[src/rtl/apb_pkg.sv]
// Shared types and constants for the APB master bridge.
// Imported by the bridge and by anything that decodes its state.
package apb_pkg;

    localparam int APB_DATA_WIDTH      = 32;
    localparam int APB_DEFAULT_TIMEOUT = 256;

    typedef enum logic [1:0] {
        IDLE   = 2'd0,
        SETUP  = 2'd1,
        ACCESS = 2'd2
    } apb_state_e;

endpackage

[src/rtl/apb_master_bridge.sv]
// Single-outstanding req/gnt to APB initiator.
// Handles PREADY wait states, PSLVERR and a wait-state timeout abort.
module apb_master_bridge
    import apb_pkg::*;
#(
    parameter int APB_ADDR_WIDTH = 12,
    parameter int TIMEOUT_CYCLES = APB_DEFAULT_TIMEOUT
) (
    input  logic                      HCLK,
    input  logic                      HRESETn,
    input  logic                      req_i,
    input  logic [APB_ADDR_WIDTH-1:0] addr_i,
    input  logic                      we_i,
    input  logic [APB_DATA_WIDTH-1:0] wdata_i,
    output logic                      gnt_o,
    output logic                      rvalid_o,
    output logic [APB_DATA_WIDTH-1:0] rdata_o,
    output logic                      err_o,
    output logic                      timeout_o,
    output logic [APB_ADDR_WIDTH-1:0] PADDR,
    output logic [APB_DATA_WIDTH-1:0] PWDATA,
    output logic                      PWRITE,
    output logic                      PSEL,
    output logic                      PENABLE,
    input  logic [APB_DATA_WIDTH-1:0] PRDATA,
    input  logic                      PREADY,
    input  logic                      PSLVERR
);

    apb_state_e                state_q, state_d;
    logic [APB_ADDR_WIDTH-1:0] paddr_d;
    logic [APB_DATA_WIDTH-1:0] pwdata_d;
    logic                      pwrite_d;
    logic                      psel_d;
    logic                      penable_d;
    logic                      rvalid_d;
    logic [APB_DATA_WIDTH-1:0] rdata_d;
    logic                      err_d;
    logic                      tmo_d;
    logic                      done;
    logic                      tmo_hit;

    assign gnt_o = req_i && (state_q == IDLE);
    assign done  = (state_q == ACCESS) && PSEL && PENABLE && PREADY;

    // Wait-state watchdog; absent entirely when TIMEOUT_CYCLES is 0.
    if (TIMEOUT_CYCLES != 0) begin : g_tmo
        localparam int CW = $clog2(TIMEOUT_CYCLES + 1);
        localparam logic [CW-1:0] LIMIT = CW'(TIMEOUT_CYCLES - 1);
        logic [CW-1:0] cnt_q;

        always_ff @(posedge HCLK or negedge HRESETn) begin
            if (!HRESETn) begin
                cnt_q <= '0;
            end else if (gnt_o) begin
                cnt_q <= '0;
            end else if ((state_q == ACCESS) && !PREADY && (cnt_q != '1)) begin
                cnt_q <= cnt_q + CW'(1);
            end
        end

        assign tmo_hit = (state_q == ACCESS) && !PREADY && (cnt_q == LIMIT);
    end else begin : g_no_tmo
        assign tmo_hit = 1'b0;
    end

    always_comb begin
        state_d   = state_q;
        paddr_d   = PADDR;
        pwdata_d  = PWDATA;
        pwrite_d  = PWRITE;
        psel_d    = PSEL;
        penable_d = PENABLE;
        rvalid_d  = 1'b0;
        rdata_d   = rdata_o;
        err_d     = err_o;
        tmo_d     = timeout_o;
        unique case (state_q)
            IDLE: begin
                psel_d    = 1'b0;
                penable_d = 1'b0;
                if (req_i) begin
                    paddr_d  = addr_i;
                    pwrite_d = we_i;
                    pwdata_d = we_i ? wdata_i : '0;
                    psel_d   = 1'b1;
                    state_d  = SETUP;
                end
            end
            SETUP: begin
                penable_d = 1'b1;
                state_d   = ACCESS;
            end
            ACCESS: begin
                // A same-cycle PREADY beats the watchdog.
                if (done) begin
                    psel_d    = 1'b0;
                    penable_d = 1'b0;
                    rvalid_d  = 1'b1;
                    rdata_d   = PWRITE ? '0 : PRDATA;
                    err_d     = PSLVERR;
                    tmo_d     = 1'b0;
                    state_d   = IDLE;
                end else if (tmo_hit) begin
                    psel_d    = 1'b0;
                    penable_d = 1'b0;
                    rvalid_d  = 1'b1;
                    rdata_d   = '0;
                    err_d     = 1'b1;
                    tmo_d     = 1'b1;
                    state_d   = IDLE;
                end
            end
            default: begin
                psel_d    = 1'b0;
                penable_d = 1'b0;
                state_d   = IDLE;
            end
        endcase
    end

    always_ff @(posedge HCLK or negedge HRESETn) begin
        if (!HRESETn) begin
            state_q   <= IDLE;
            PADDR     <= '0;
            PWDATA    <= '0;
            PWRITE    <= 1'b0;
            PSEL      <= 1'b0;
            PENABLE   <= 1'b0;
            rvalid_o  <= 1'b0;
            rdata_o   <= '0;
            err_o     <= 1'b0;
            timeout_o <= 1'b0;
        end else begin
            state_q   <= state_d;
            PADDR     <= paddr_d;
            PWDATA    <= pwdata_d;
            PWRITE    <= pwrite_d;
            PSEL      <= psel_d;
            PENABLE   <= penable_d;
            rvalid_o  <= rvalid_d;
            rdata_o   <= rdata_d;
            err_o     <= err_d;
            timeout_o <= tmo_d;
        end
    end

endmodule

[config.mk]
export PLATFORM = sky130hd
export DESIGN_NAME = apb_master_bridge
export DESIGN_NICKNAME = d
export VERILOG_FILES = /design/src/rtl/apb_pkg.sv /design/src/rtl/apb_master_bridge.sv
export SDC_FILE = /design/constraint.sdc
export NUM_CORES = 1
export LEC_CHECK = 0
export ABC_AREA = 1
export CAP_MARGIN = 10
export CORE_MARGIN = 4
export CORE_UTILIZATION = 38
export CTS_CLUSTER_DIAMETER = 30
export DETAILED_ROUTE_END_ITERATION = 8
export HOLD_SLACK_MARGIN = 0.03
export PLACE_DENSITY = 0.86
export SYNTH_ARGS = -nofsm -noshare
export SYNTH_HDL_FRONTEND = slang
export SYNTH_SLANG_ARGS = --single-unit
[constraint.sdc]
create_clock -name HCLK -period 1.85 [get_ports HCLK]
set_input_delay 0.37 -clock HCLK [delete_from_list [all_inputs] [get_ports HCLK]]
set_output_delay 0.37 -clock HCLK [all_outputs]
set_load 0.05 [all_outputs]
======== After elaboration in Yosys (flattened, before gate mapping) ========
Index checks and enable logic that the tools add are counted.
cells by class
  add/sub/neg operators ................... 1
  multipliers ............................. 0
  divide/modulo/power cells ............... 0
  $lt $le $gt $ge ......................... 0
  eq/ne operators ......................... 6
  shifts and indexed selects .............. 0
  mux-type cells .......................... 21
  bitwise operators ....................... 1
  reduce and logical (&&, ||, !) cells .... 15
operators by type and width
  operator                                             number
  two-way mux 32 bit                                   4
  two-way mux 9 bit                                    2
  adder 9 x 1 -> 9 bit, second input constant          1
  equality test 9 x 8 -> 1 bit, second input constant  1
  two-way mux 1 bit                                    9
  inequality test 9 bit, second input constant         1
  AND reduction 2 bit                                  4
  logical AND 1 bit                                    7
  two-way mux 2 bit                                    3
  one-hot mux 2 bit (3 select lines)                   1
  nonzero test 2 bit                                   2
  inequality test 3 bit, second input constant         1
  one-hot mux 1 bit (3 select lines)                   1
  equality test 2 x 1 -> 1 bit, second input constant  1
  equality test 2 bit, second input constant           1
  logical NOT 2 bit                                    1
  inequality test 2 bit, second input constant         1
  one-hot mux 1 bit (2 select lines)                   1
  logical NOT 1 bit                                    1
  NOT 1 bit                                            1
storage, ports and cells
  bits in registers ....................... 93
  bits in latches ......................... 0
  bits in writable memories ............... 0
  bits in read-only memories .............. 0
  bits of input ports ..................... 82
  output and inout port bits .............. 83
  word-level logic and storage cells ...... 55
  memories kept ........................... 0

======== Depth between registers and ports, before layout ========
  depth after elaboration ................. 6
  mapped depth ............................ 12
  depth with buffers taken out ............ 12

======== Worst setup path after synthesis ========
OpenSTA, ideal clock, no wires.
  path type ............................... reg2reg
  start ................................... register g_tmo.cnt_q[0]
  end ..................................... register g_tmo.cnt_q[6]
  data arrival time ....................... 1756 ps
  required time ........................... 1731 ps
  setup slack ............................. -25 ps
  stages on the path, launching flop included .. 11
  buffers on the path ..................... 0
  cell sequence ........................... dfrtp_1 ha_1 nand2_1 nor2_1 nand2_1 nor2_1 ha_1 nor3_1 nand3_1 nand2_1 nor2_1
on the way
  cells in the longest elaborated chain, start to end .. 3
  elaborated cells on any way between the ends .. 6
ends and longest elaborated chain
  what                                                           RTL line                                          RTL
  from (decl)                                                    apb_master_bridge.sv:50                           logic [CW-1:0] cnt_q;
  from (signal assigned)                                         apb_master_bridge.sv:58                           cnt_q <= cnt_q + CW'(1);
  adder 9 x 1 -> 9 bit or inequality test 9 bit (tied branches)  apb_master_bridge.sv:58, apb_master_bridge.sv:57
  two-way mux 9 bit or logical AND 1 bit (tied branches)         apb_master_bridge.sv:57                           end else if ((state_q == ACCESS) && !PREADY && (cnt_q != '1)) begin
  two-way mux 9 bit or nonzero test 2 bit (tied branches)        n/a
Several ways; a longest one is shown, not always the timed one. The select of a mux whose other input is x is not followed.
A chain may end at the register's enable or synchronous reset.

======== Worst setup path after layout ========
  start ................................... register g_tmo.cnt_q[1]
  end ..................................... register state_q[1]
on the way
  cells in the longest elaborated chain, start to end .. 4
ends and longest elaborated chain
  what                                    RTL line                  RTL
  equality test 9 x 8 -> 1 bit            apb_master_bridge.sv:62   assign tmo_hit = (state_q == ACCESS) && !PREADY && (cnt_q == LIMIT);
  logical AND 1 bit                       apb_master_bridge.sv:62
  inequality test 3 bit (no source line)  n/a
  AND reduction 2 bit (no source line)    n/a
  to (signal assigned)                    apb_master_bridge.sv:135  state_q <= state_d;
  to (decl)                               apb_master_bridge.sv:30   apb_state_e state_q, state_d;
Every way passes these cells.

==> summary.txt <==
status - completed
Worst-Margin Slew - 0.492 ns
Max Fclk - 554 MHz
Startpoint Class - flop
area grow syn2layout - 52.2%
htree depth - 3
count of different cell masters after synthesis - 19
Reg area - 2330 um2
Worst Skew - 0.00988 ns
DRT iter0 DRCs - 179
Syn Inst Count - 431
first-pass GRT wire length - 16,300 um
first-pass iteration count of the detailed router - 4
Post-Route Utilization - 59.3%
die width - 108 um
Vias/cell - 4.71
Critical Path RT - 2.10 ns
clock tree buffer depth - 2
final setup vio count - 0
max_cap viols - 0
min Tclk post-route - 1.81 ns
RSZ-0062 raised after global routing - yes
final weighted congestion in routability-driven placement - 0.867
Cell Rows - 36
fin crit share - 97.6%
Die ar. - 11,700 um2
Num Clock Sinks - 93
CP arrival - 2.05 ns
Final HPWL DP - 7610 um
synthesized area per cell - 8.84 um2
final global-route overflow total - 0
Fillers - 842
syn_nets - 516
Power Density - 910 nW/um2
worst ir drop on vdd - 0.564 mV
Hold Fails Final Rpt - 0
Clock Tree Root - clkbuf_8
IO buf count - 164
most frequent cells in the layout - 194 x nand2_1, 93 x dfrtp_1, 89 x buf_4
Fin Setup TNS - 0 ns
Die Ht - 108 um
Multi-input gate area - 1330 um2
# diodes - 0
Seq/Total Area, Yosys - 61.1%
Total GRT Usage - 17.4%
Max Fanout on Critical Path - 3
Slew headroom - 67.3%
leakage power - 0.00305 uW
Avg WL per Cell - 13.7 um
CTS buffer count - 9
antenna violations before repair - 0
Initial Util - 39.0%
FF+latch count, synth - 93
synth warn - 0
Slew Limit Fails - 0
TritonCTS clock tree - done
Syn Std Cell Area - 3810 um2
kind of critical path - reg -> reg
num ports - 165
core footprint - 9770 um2
Final Routed Wirelength - 10,200 um
vias - 3,503
clk slew on worst S/H paths - 0.09 ns
Clock Latency Late Sink - 0.35 ns
commonest non-fill, non-tap cell in the layout - nand2_1
Critical Path End Type - flop
HP Class - reg -> reg
Final nets - 690
largest net degree at the start of global routing - 59
share of layout cells above drive strength 1 - 21.0%
DRC errors left - 0
vias in the first global route - 3,459
Antenna Violating Nets Remaining - 0
through the flow:
stage | cells | hold slack, ns | instance area [um2] | power [uW] | worst slack (ns)
finish | 743 | 0.485 | 5800 | 5280 | 0.0447
global route | 743 | 0.521 | 5800 | 5580 | -0.141
CTS | 739 | 0.492 | 5740 | 5300 | 0.0190
detailed placement | 722 | 0.360 | 5530 | 3900 | 0.0328
global placement | 722 | 0.357 | 5530 | 3850 | 0.101
floorplan | 431 | 0.0744 | 3820 | 3270 | 0.0385
where the power goes:
| group | total, uW | leakage [uW] | switching (uW) | internal (uW) |
|---|---|---|---|---|
| clock | 1380 | 0.0000951 | 712 | 668 |
| combinational | 1520 | 0.00168 | 932 | 587 |
| sequential | 2380 | 0.00128 | 152 | 2230 |
| total | 5280 | 0.00305 | 1800 | 3480 |
metal layers:
layer / vias to the layer above / global-route usage, % / part of all wire, %
met5: - / 0 / 0
li1: 1719 / - / -
met3: 12 / 5.85 / 8.1
met1: 1644 / 21.5 / 41
met4: 0 / 4.15 / 1.0
met2: 128 / 29.6 / 50
worst max-delay path, cell delays in order, from the launching register on:
cell      delay, ns
dfrtp_1        0.39
ha_2           0.20
nand2_2        0.06
nor2_2         0.11
nand2_1        0.08
nor2_2         0.14
ha_2           0.21
inv_2          0.04
o211ai_1       0.20
nand2_1        0.13
buf_4          0.14
worst paths after layout:
path / startpoint / end / slack [ns] / cells after the start
setup reg to reg: g_tmo.cnt_q[1]$_DFFE_PN0P_ / state_q[1]$_DFFE_PN0P_ / 0.04 / 10
max in group asynchronous: HRESETn / PADDR[1]$_DFFE_PN0P_ / 1.01 / 3
hold / removal: PADDR[6]$_DFFE_PN0P_ / PADDR[6]$_DFFE_PN0P_ / 0.49 / 2
setup / recovery: g_tmo.cnt_q[1]$_DFFE_PN0P_ / state_q[1]$_DFFE_PN0P_ / 0.04 / 10
hold reg to reg: PADDR[6]$_DFFE_PN0P_ / PADDR[6]$_DFFE_PN0P_ / 0.49 / 2
min in group asynchronous: HRESETn / PWDATA[11]$_DFFE_PN0P_ / 0.54 / 3
final cells by class:
class	instances	area share, %
Sequential cell	93	40.1
Timing Repair Buffer	187	29.6
Multi-Input combinational cell	300	23.0
Tap cell	133	2.87
Clock buffer	10	2.37
Clock inverter	6	1.21
Inverter	14	0.906
state kept, by name, summed over array words and instances, names as in the netlist:
name,flops
PWDATA,32
rdata_o,32
PADDR,12
g_tmo.cnt_q,9
state_q,2
PENABLE,1
PSEL,1
PWRITE,1
err_o,1
rvalid_o,1
timeout_o,1
cells in the mapped netlist:
library cell / number / area (um2)
a21oi_1: 2 / 10.0
buf_2: 10 / 50.1
buf_6: 4 / 45.0
clkbuf_1: 10 / 37.5
dfrtp_1: 93 / 2330
ha_1: 3 / 37.5
inv_1: 14 / 52.6
nand2_1: 196 / 736
nand3_1: 42 / 210
nand4_1: 5 / 31.3
nor2_1: 9 / 33.8
nor2_8: 1 / 20.0
nor3_1: 1 / 5.00
o211ai_1: 1 / 7.51
o21a_1: 1 / 7.51
o21ai_0: 36 / 180
o21bai_1: 1 / 7.51
o22ai_1: 1 / 6.26
or2_1: 1 / 6.26
cells by family (layout without fill, tap and decap cells):
kind of cell,count (synthesis),in the layout,synth area share [%]
adder cells (fa/ha/maj),3,3,0.985
flip-flops,93,93,61.1
buffers and inverters,38,217,4.86
AND/OR/NAND/NOR,255,255,27.3
AO/OA/AOI/OAI,42,42,5.75
what timing repair did:
item                                    in CTS  in global routing
resized for setup                            7                 16
endpoints found under the setup margin       7                 45
buffers inserted                             0                  3
pin swaps                                    0                  7
hold buffers                                 1                  0
endpoints found under the hold margin       90                  0
gates cloned                                 0                  1
(Power assumes the default switching activity.)
